<file path="src/rtl/alu_pkg.sv">
// alu_pkg: shared definitions for the bit-serial ALU sequencer.
//   - cmd encodings CMD_AND..CMD_XNOR
//   - alu1bit slice op codes OP_AND, OP_OR, OP_ADD, OP_XOR
//   - sequencer FSM state encoding
//   - decode of a cmd into the slice controls plus initial carry
package alu_pkg;

  localparam logic [2:0] CMD_AND  = 3'd0;
  localparam logic [2:0] CMD_OR   = 3'd1;
  localparam logic [2:0] CMD_ADD  = 3'd2;
  localparam logic [2:0] CMD_SUB  = 3'd3;
  localparam logic [2:0] CMD_XOR  = 3'd4;
  localparam logic [2:0] CMD_NOR  = 3'd5;
  localparam logic [2:0] CMD_NAND = 3'd6;
  localparam logic [2:0] CMD_XNOR = 3'd7;

  // The top op bit is reserved and always 0 for the four slice functions.
  localparam logic [2:0] OP_AND = 3'b000;
  localparam logic [2:0] OP_OR  = 3'b001;
  localparam logic [2:0] OP_ADD = 3'b010;
  localparam logic [2:0] OP_XOR = 3'b011;

  typedef enum logic [1:0] {
    ST_IDLE = 2'd0,
    ST_RUN  = 2'd1,
    ST_DONE = 2'd2
  } state_t;

  typedef struct packed {
    logic       ainvert;
    logic       binvert;
    logic [2:0] op;
    logic       cin0;
    logic       arith;   // ADD/SUB: carry out (and overflow) are meaningful
  } ctrl_t;

  function automatic ctrl_t decode_cmd(input logic [2:0] cmd);
    ctrl_t c;
    c = '{ainvert: 1'b0, binvert: 1'b0, op: OP_AND, cin0: 1'b0, arith: 1'b0};
    case (cmd)
      CMD_AND:  c = '{1'b0, 1'b0, OP_AND, 1'b0, 1'b0};
      CMD_OR:   c = '{1'b0, 1'b0, OP_OR,  1'b0, 1'b0};
      CMD_ADD:  c = '{1'b0, 1'b0, OP_ADD, 1'b0, 1'b1};
      CMD_SUB:  c = '{1'b0, 1'b1, OP_ADD, 1'b1, 1'b1};
      CMD_XOR:  c = '{1'b0, 1'b0, OP_XOR, 1'b0, 1'b0};
      CMD_NOR:  c = '{1'b1, 1'b1, OP_AND, 1'b0, 1'b0};
      CMD_NAND: c = '{1'b1, 1'b1, OP_OR,  1'b0, 1'b0};
      CMD_XNOR: c = '{1'b1, 1'b0, OP_XOR, 1'b0, 1'b0};
      default:  c = '{1'b0, 1'b0, OP_AND, 1'b0, 1'b0};
    endcase
    return c;
  endfunction

endpackage

</file>
<file path="src/rtl/alu1bit.sv">
// alu1bit: one-bit ALU slice (combinational).
// Ports:
//   a, b      operand bits
//   cin       carry in
//   ainvert   invert a before the function
//   binvert   invert b before the function
//   op[2:0]   function select (OP_AND/OP_OR/OP_ADD/OP_XOR)
//   result    function output
//   cout      full-adder carry out of the (possibly inverted) operands
module alu1bit
  import alu_pkg::*;
(
  input  logic       a,
  input  logic       b,
  input  logic       cin,
  input  logic       ainvert,
  input  logic       binvert,
  input  logic [2:0] op,
  output logic       result,
  output logic       cout
);

  logic aa;
  logic bb;

  assign aa   = a ^ ainvert;
  assign bb   = b ^ binvert;
  assign cout = (aa & bb) | (aa & cin) | (bb & cin);

  always_comb begin
    result = 1'b0;
    case (op)
      OP_AND:  result = aa & bb;
      OP_OR:   result = aa | bb;
      OP_ADD:  result = aa ^ bb ^ cin;
      OP_XOR:  result = aa ^ bb;
      default: result = 1'b0;
    endcase
  end

endmodule

</file>
<file path="src/rtl/alu_serial_ctrl.sv">
// alu_serial_ctrl: bit-serial ALU sequencer. Computes a WIDTH-bit operation
// on a single alu1bit slice, one bit per clock, LSB first.
// Optional feature macro: ALU_SERIAL_FLAGS_EN adds zero_flag and ovf_flag.
// Ports:
//   clk, reset        clock; synchronous active-high reset
//   start_valid/ready command handshake (ready only in IDLE)
//   cmd, a_in, b_in   operation and operands, captured at accept
//   res_valid/ready   result handshake (valid only in DONE)
//   result, cout_out  result and MSB carry (carry only for ADD/SUB)
//   busy              high in RUN or DONE
//   zero_flag         (flags build) result is zero
//   ovf_flag          (flags build) signed overflow for ADD/SUB
// Handshakes: a transfer happens on a rising edge where valid and ready are
// both high; valid does not depend on ready.
module alu_serial_ctrl
  import alu_pkg::*;
#(
  parameter int WIDTH = 8
) (
  input  logic             clk,
  input  logic             reset,
  input  logic             start_valid,
  output logic             start_ready,
  input  logic [2:0]       cmd,
  input  logic [WIDTH-1:0] a_in,
  input  logic [WIDTH-1:0] b_in,
  output logic             res_valid,
  input  logic             res_ready,
  output logic [WIDTH-1:0] result,
  output logic             cout_out,
`ifdef ALU_SERIAL_FLAGS_EN
  output logic             zero_flag,
  output logic             ovf_flag,
`endif
  output logic             busy
);

  localparam int CW = (WIDTH > 2) ? $clog2(WIDTH) : 1;
  localparam logic [CW-1:0] LAST = CW'(WIDTH - 1);

  state_t           state;
  state_t           state_next;
  ctrl_t            ctrl;
  logic [WIDTH-1:0] a_sh;
  logic [WIDTH-1:0] b_sh;
  logic [WIDTH-1:0] res_sh;
  logic             carry;
  logic [CW-1:0]    cnt;
  logic             slice_res;
  logic             slice_cout;
  logic             accept;
  logic             last_bit;

  alu1bit u_slice (
    .a       (a_sh[0]),
    .b       (b_sh[0]),
    .cin     (carry),
    .ainvert (ctrl.ainvert),
    .binvert (ctrl.binvert),
    .op      (ctrl.op),
    .result  (slice_res),
    .cout    (slice_cout)
  );

  assign accept   = start_valid && start_ready;
  assign last_bit = (cnt == LAST);

  // State register
  always_ff @(posedge clk) begin
    if (reset) state <= ST_IDLE;
    else       state <= state_next;
  end

  // Next state and handshake outputs
  always_comb begin
    state_next  = state;
    start_ready = 1'b0;
    res_valid   = 1'b0;
    busy        = 1'b0;
    case (state)
      ST_IDLE: begin
        start_ready = 1'b1;
        if (start_valid) state_next = ST_RUN;
      end
      ST_RUN: begin
        busy = 1'b1;
        if (last_bit) state_next = ST_DONE;
      end
      ST_DONE: begin
        busy      = 1'b1;
        res_valid = 1'b1;
        if (res_ready) state_next = ST_IDLE;
      end
      default: state_next = ST_IDLE;
    endcase
  end

  // Datapath: nothing changes in DONE, so the result is held under backpressure.
  always_ff @(posedge clk) begin
    if (reset) begin
      ctrl   <= '0;
      a_sh   <= '0;
      b_sh   <= '0;
      res_sh <= '0;
      carry  <= 1'b0;
      cnt    <= '0;
    end else if (accept) begin
      ctrl   <= decode_cmd(cmd);
      a_sh   <= a_in;
      b_sh   <= b_in;
      res_sh <= '0;
      carry  <= decode_cmd(cmd).cin0;
      cnt    <= '0;
    end else if (state == ST_RUN) begin
      a_sh   <= a_sh >> 1;
      b_sh   <= b_sh >> 1;
      res_sh <= {slice_res, res_sh[WIDTH-1:1]};
      carry  <= slice_cout;
      cnt    <= cnt + 1'b1;
    end
  end

  assign result   = res_valid ? res_sh : '0;
  assign cout_out = res_valid & ctrl.arith & carry;

`ifdef ALU_SERIAL_FLAGS_EN
  // On the last RUN cycle 'carry' is the carry into the MSB.
  logic ovf_q;

  always_ff @(posedge clk) begin
    if (reset || accept)                ovf_q <= 1'b0;
    else if (state == ST_RUN && last_bit) ovf_q <= ctrl.arith & (carry ^ slice_cout);
  end

  assign zero_flag = res_valid && (res_sh == '0);
  assign ovf_flag  = res_valid & ovf_q;
`endif

endmodule
</file>
<file path="config.mk">
export PLATFORM = sky130hd
export DESIGN_NAME = alu_serial_ctrl
export DESIGN_NICKNAME = d
export VERILOG_FILES = /design/src/rtl/alu_pkg.sv /design/src/rtl/alu1bit.sv /design/src/rtl/alu_serial_ctrl.sv
export SDC_FILE = /design/constraint.sdc
export NUM_CORES = 1
export LEC_CHECK = 0
export CAP_MARGIN = 20
export CORE_MARGIN = 5
export CORE_UTILIZATION = 40
export CTS_BUF_LIST = sky130_fd_sc_hd__clkbuf_8
export DETAILED_ROUTE_END_ITERATION = 10
export GPL_ROUTABILITY_DRIVEN = 0
export GPL_TIMING_DRIVEN = 1
export PLACE_DENSITY = 0.65
export SETUP_SLACK_MARGIN = 0.05
export SKIP_LAST_GASP = 1
export SLEW_MARGIN = 40
export SYNTH_ARGS = -nofsm -noshare
export SYNTH_HDL_FRONTEND = slang
export SYNTH_HIERARCHICAL = 1
export SYNTH_SLANG_ARGS = --single-unit
</file>
<file path="constraint.sdc">
create_clock -name clk -period 2.65 [get_ports clk]
set_input_delay 0.265 -clock clk [delete_from_list [all_inputs] [get_ports clk]]
set_output_delay 0.265 -clock clk [all_outputs]
set_load 0.05 [all_outputs]
</file>
==> results by group, run 1 <==
Run status
  • Outcome: completed

Die
  • Core area: 4290 um^2
  • Number of I/O pins: 35
  • FP Rows: 24
  • Die area: 5800 um^2
  • Initial core utilization: 0.408
  • Chip Width: 76.2 um
  • Die Y: 76.2 um

Worst setup path
  • R2r setup slk: 0.67 ns
  • Crit-path max FO: 11
  • Crit. End Element: output port
  • Crit Path Class: flip-flop to output port
  • Critical Path RT: 2.38 ns
  • CP startpoint kind: flip-flop
  • CP arrival: 2.09 ns

Logic synthesis
  • Synth cell types: 29
  • Syn Inst Count: 186
  • FF+latch count, synth: 35
  • Warnings from Yosys: 8
  • Sequential area share after synthesis: 0.400
  • Syn Std Cell Area: 1750 um^2
  • Syn_nets: 222
  • Syn Area/Cell: 9.41 um^2
  • Yosys top cell by area: dfxtp_1
  • Most area-consuming cells after synthesis: dfxtp_1, mux2i_1, ha_1
  • Yosys top cell area share: 0.400

Cells and area
  • Diode count: 0
  • Final-stage net count: 254
  • Commonest non-fill, non-tap cell in the layout: dfxtp_1
  • Area delta synth->final: 26.9%
  • Final core occ: 0.517
  • Most frequent cells in the layout: dfxtp_1, clkdlybuf4s50_1, mux2i_1, nor2_1, a211oi_1
  • Layout cells sized above 1: 0.0594
  • Finished Layout Cells: 271

CTS
  • Hold-fix buffers at CTS: 0
  • CTS tree: built
  • Htree depth: 2
  • CTS Sinks: 35
  • Post-CTS Resized: 0
  • TritonCTS buffer count: 5
  • Buffer depth of the longest clock path: 2
  • CTS root buf: clkbuf_8
  • Post-CTS Setup Bufs: 0
  • Worst skew pair latency: 0.28 ns
  • Worst-path clk slew: 0.07 ns

STA
  • Period utilisation layout: 0.888
  • Fmax: 425 MHz
  • Rel. slew slack: 0.641
  • Final Hold Vio Count: 0
  • RSZ-0062 raised after global routing: false
  • Slew at the pin with the worst max-slew slack: 0.538 ns
  • Min cycle time layout: 2.35 ns
  • Clk_skew: 0.00533 ns
  • Slew Viols, Final: 0
  • Sum Neg Setup Slack: 0 ns
  • Final Setup Violations: 0

Drt
  • Initial DRC Count: 53
  • Via density: 4.82
  • DR WL/cell: 11.9 um
  • Routed via count: 1307
  • ANT nets after route: 0
  • WL final: 3210 um
  • Drt drc: 0
  • Detailed Routing Iterations Pass 1: 4

Pwr
  • Leak Pwr: 0.879 nW
  • Clk pwr share: 0.225
  • Net Sw Frac: 0.356
  • Peak supply drop: 0.314 mV
  • Seq pwr share: 0.375
  • Pwr/cell area: 842 nW/um^2
  • Comb pwr share: 0.401
  • Int Power: 0.00120 W
  • Pwr Total: 0.00187 W
  • NetSw: 0.000665 W

Global route
  • Gr ovfl total: 0
  • Pin count of the biggest net entering global routing: 33
  • Initial antenna violation count: 0
  • First-pass GRT wire length: 5510 um
  • Vias in the first global route: 1250
  • GRT Util Overall: 0.117

Worst hold path
  • Class of the worst hold path: flip-flop to flip-flop

Placed design
  • Placed cells: 263
  • HPWL after detailed placement: 2290 um
  • Buffers on Ports: 34

Flow run
  • Maxcap violations: 0
[critical path, cell delays in order (launching register included)]
cell and delay, ns:
dfxtp_1 0.33, inv_1 0.09, ha_1 0.37, and3_1 0.21, clkdlybuf4s50_1 0.81
[sequential cells by signal, summed over array words and instances (netlist names)]
signal / cells
cnt: 3
carry: 1
res_sh: 8
b_sh: 8
state: 2
ctrl: 5
a_sh: 8
[per-stage QoR]
step	instance area [um^2]	setup WS [ns]	hold slack [ns]
after floorplan	1750	0.784	0.401
after global placement	2120	0.611	0.443
after detailed placement	2120	0.593	0.447
after CTS	2220	0.279	0.466
after global routing	2220	0.198	0.491
final	2220	0.297	0.465
[layout make-up]
cell class	instances	area, um^2
fill	422	2070
clock inverter	1	7.51
multi-input combinational	128	947
tap	52	65.1
sequential	35	701
clock buffer	7	96.3
inverter	11	41.3
timing repair buffer	37	363
[cell usage after synthesis]
master and count:
a211oi_1 16, clkinv_1 2, xor2_1 1, o211ai_1 1
and2_1 9, buf_4 1, clkbuf_1 5, buf_2 4
a222oi_1 1, nor2_1 27, inv_1 9, nor2b_4 1
mux2i_1 27, and3_1 1, nand2b_1 5, buf_6 1
dfxtp_1 35, conb_1 1, a21oi_1 6, mux4_2 1
nand3b_1 2, buf_1 1, nand2_1 9, xnor2_1 2
or3_1 1, ha_1 12, nor3_1 2, fa_1 1
nor2b_1 2
[per-layer routing]
| layer | GRT usage | part of all wire |
|---|---|---|
| met5 | 0 | 0 |
| met4 | 0.0664 | 0.033 |
| met3 | 0.0402 | 0.045 |
| met2 | 0.175 | 0.46 |
| met1 | 0.145 | 0.46 |
[path summary, 6_finish.rpt]
| kind | depth (start not counted) | from | to |
|---|---|---|---|
| max | 4 | state[0] | cout_out |
| min | 2 | ctrl[6] | ctrl[6] |
| max reg2reg | 7 | ctrl[6] | res_sh[7] |
| min reg2reg | 2 | ctrl[6] | ctrl[6] |
[power groups by stage]
| stage | clock (W) | combinational (W) | sequential [W] |
|---|---|---|---|
| after floorplan | 0 | 0.000616 | 0.000695 |
| after global placement | 0 | 0.000746 | 0.000710 |
| after detailed placement | 0 | 0.000757 | 0.000713 |
| after CTS | 0.000436 | 0.000762 | 0.000702 |
| after global routing | 0.000458 | 0.000832 | 0.000715 |
| final | 0.000420 | 0.000749 | 0.000701 |
[cell families (layout without fill, tap and decap cells)]
logic type / Yosys count / count (layout) / synth area share
AND/OR/NAND/NOR: 59 / 59 / 0.164
buffers and inverters: 23 / 56 / 0.0586
adder cells (fa/ha/maj): 13 / 13 / 0.0972
flip-flops: 35 / 35 / 0.400
AO/OA/AOI/OAI: 24 / 24 / 0.0958
other: 1 / 1 / 0.00214
multiplexers: 28 / 28 / 0.167
XOR/XNOR: 3 / 3 / 0.0150
(Power assumes the default switching activity.)
==> inputs of run 2 (changes only) <==
--- a/config.mk
+++ b/config.mk
@@ -5,7 +5,6 @@
 export SDC_FILE = /design/constraint.sdc
 export NUM_CORES = 1
 export LEC_CHECK = 0
-export CAP_MARGIN = 20
 export CORE_MARGIN = 5
 export CORE_UTILIZATION = 40
 export CTS_BUF_LIST = sky130_fd_sc_hd__clkbuf_8
==> results of run 2 <==
Final layout, timing and power as in run 1 (identical DEF).
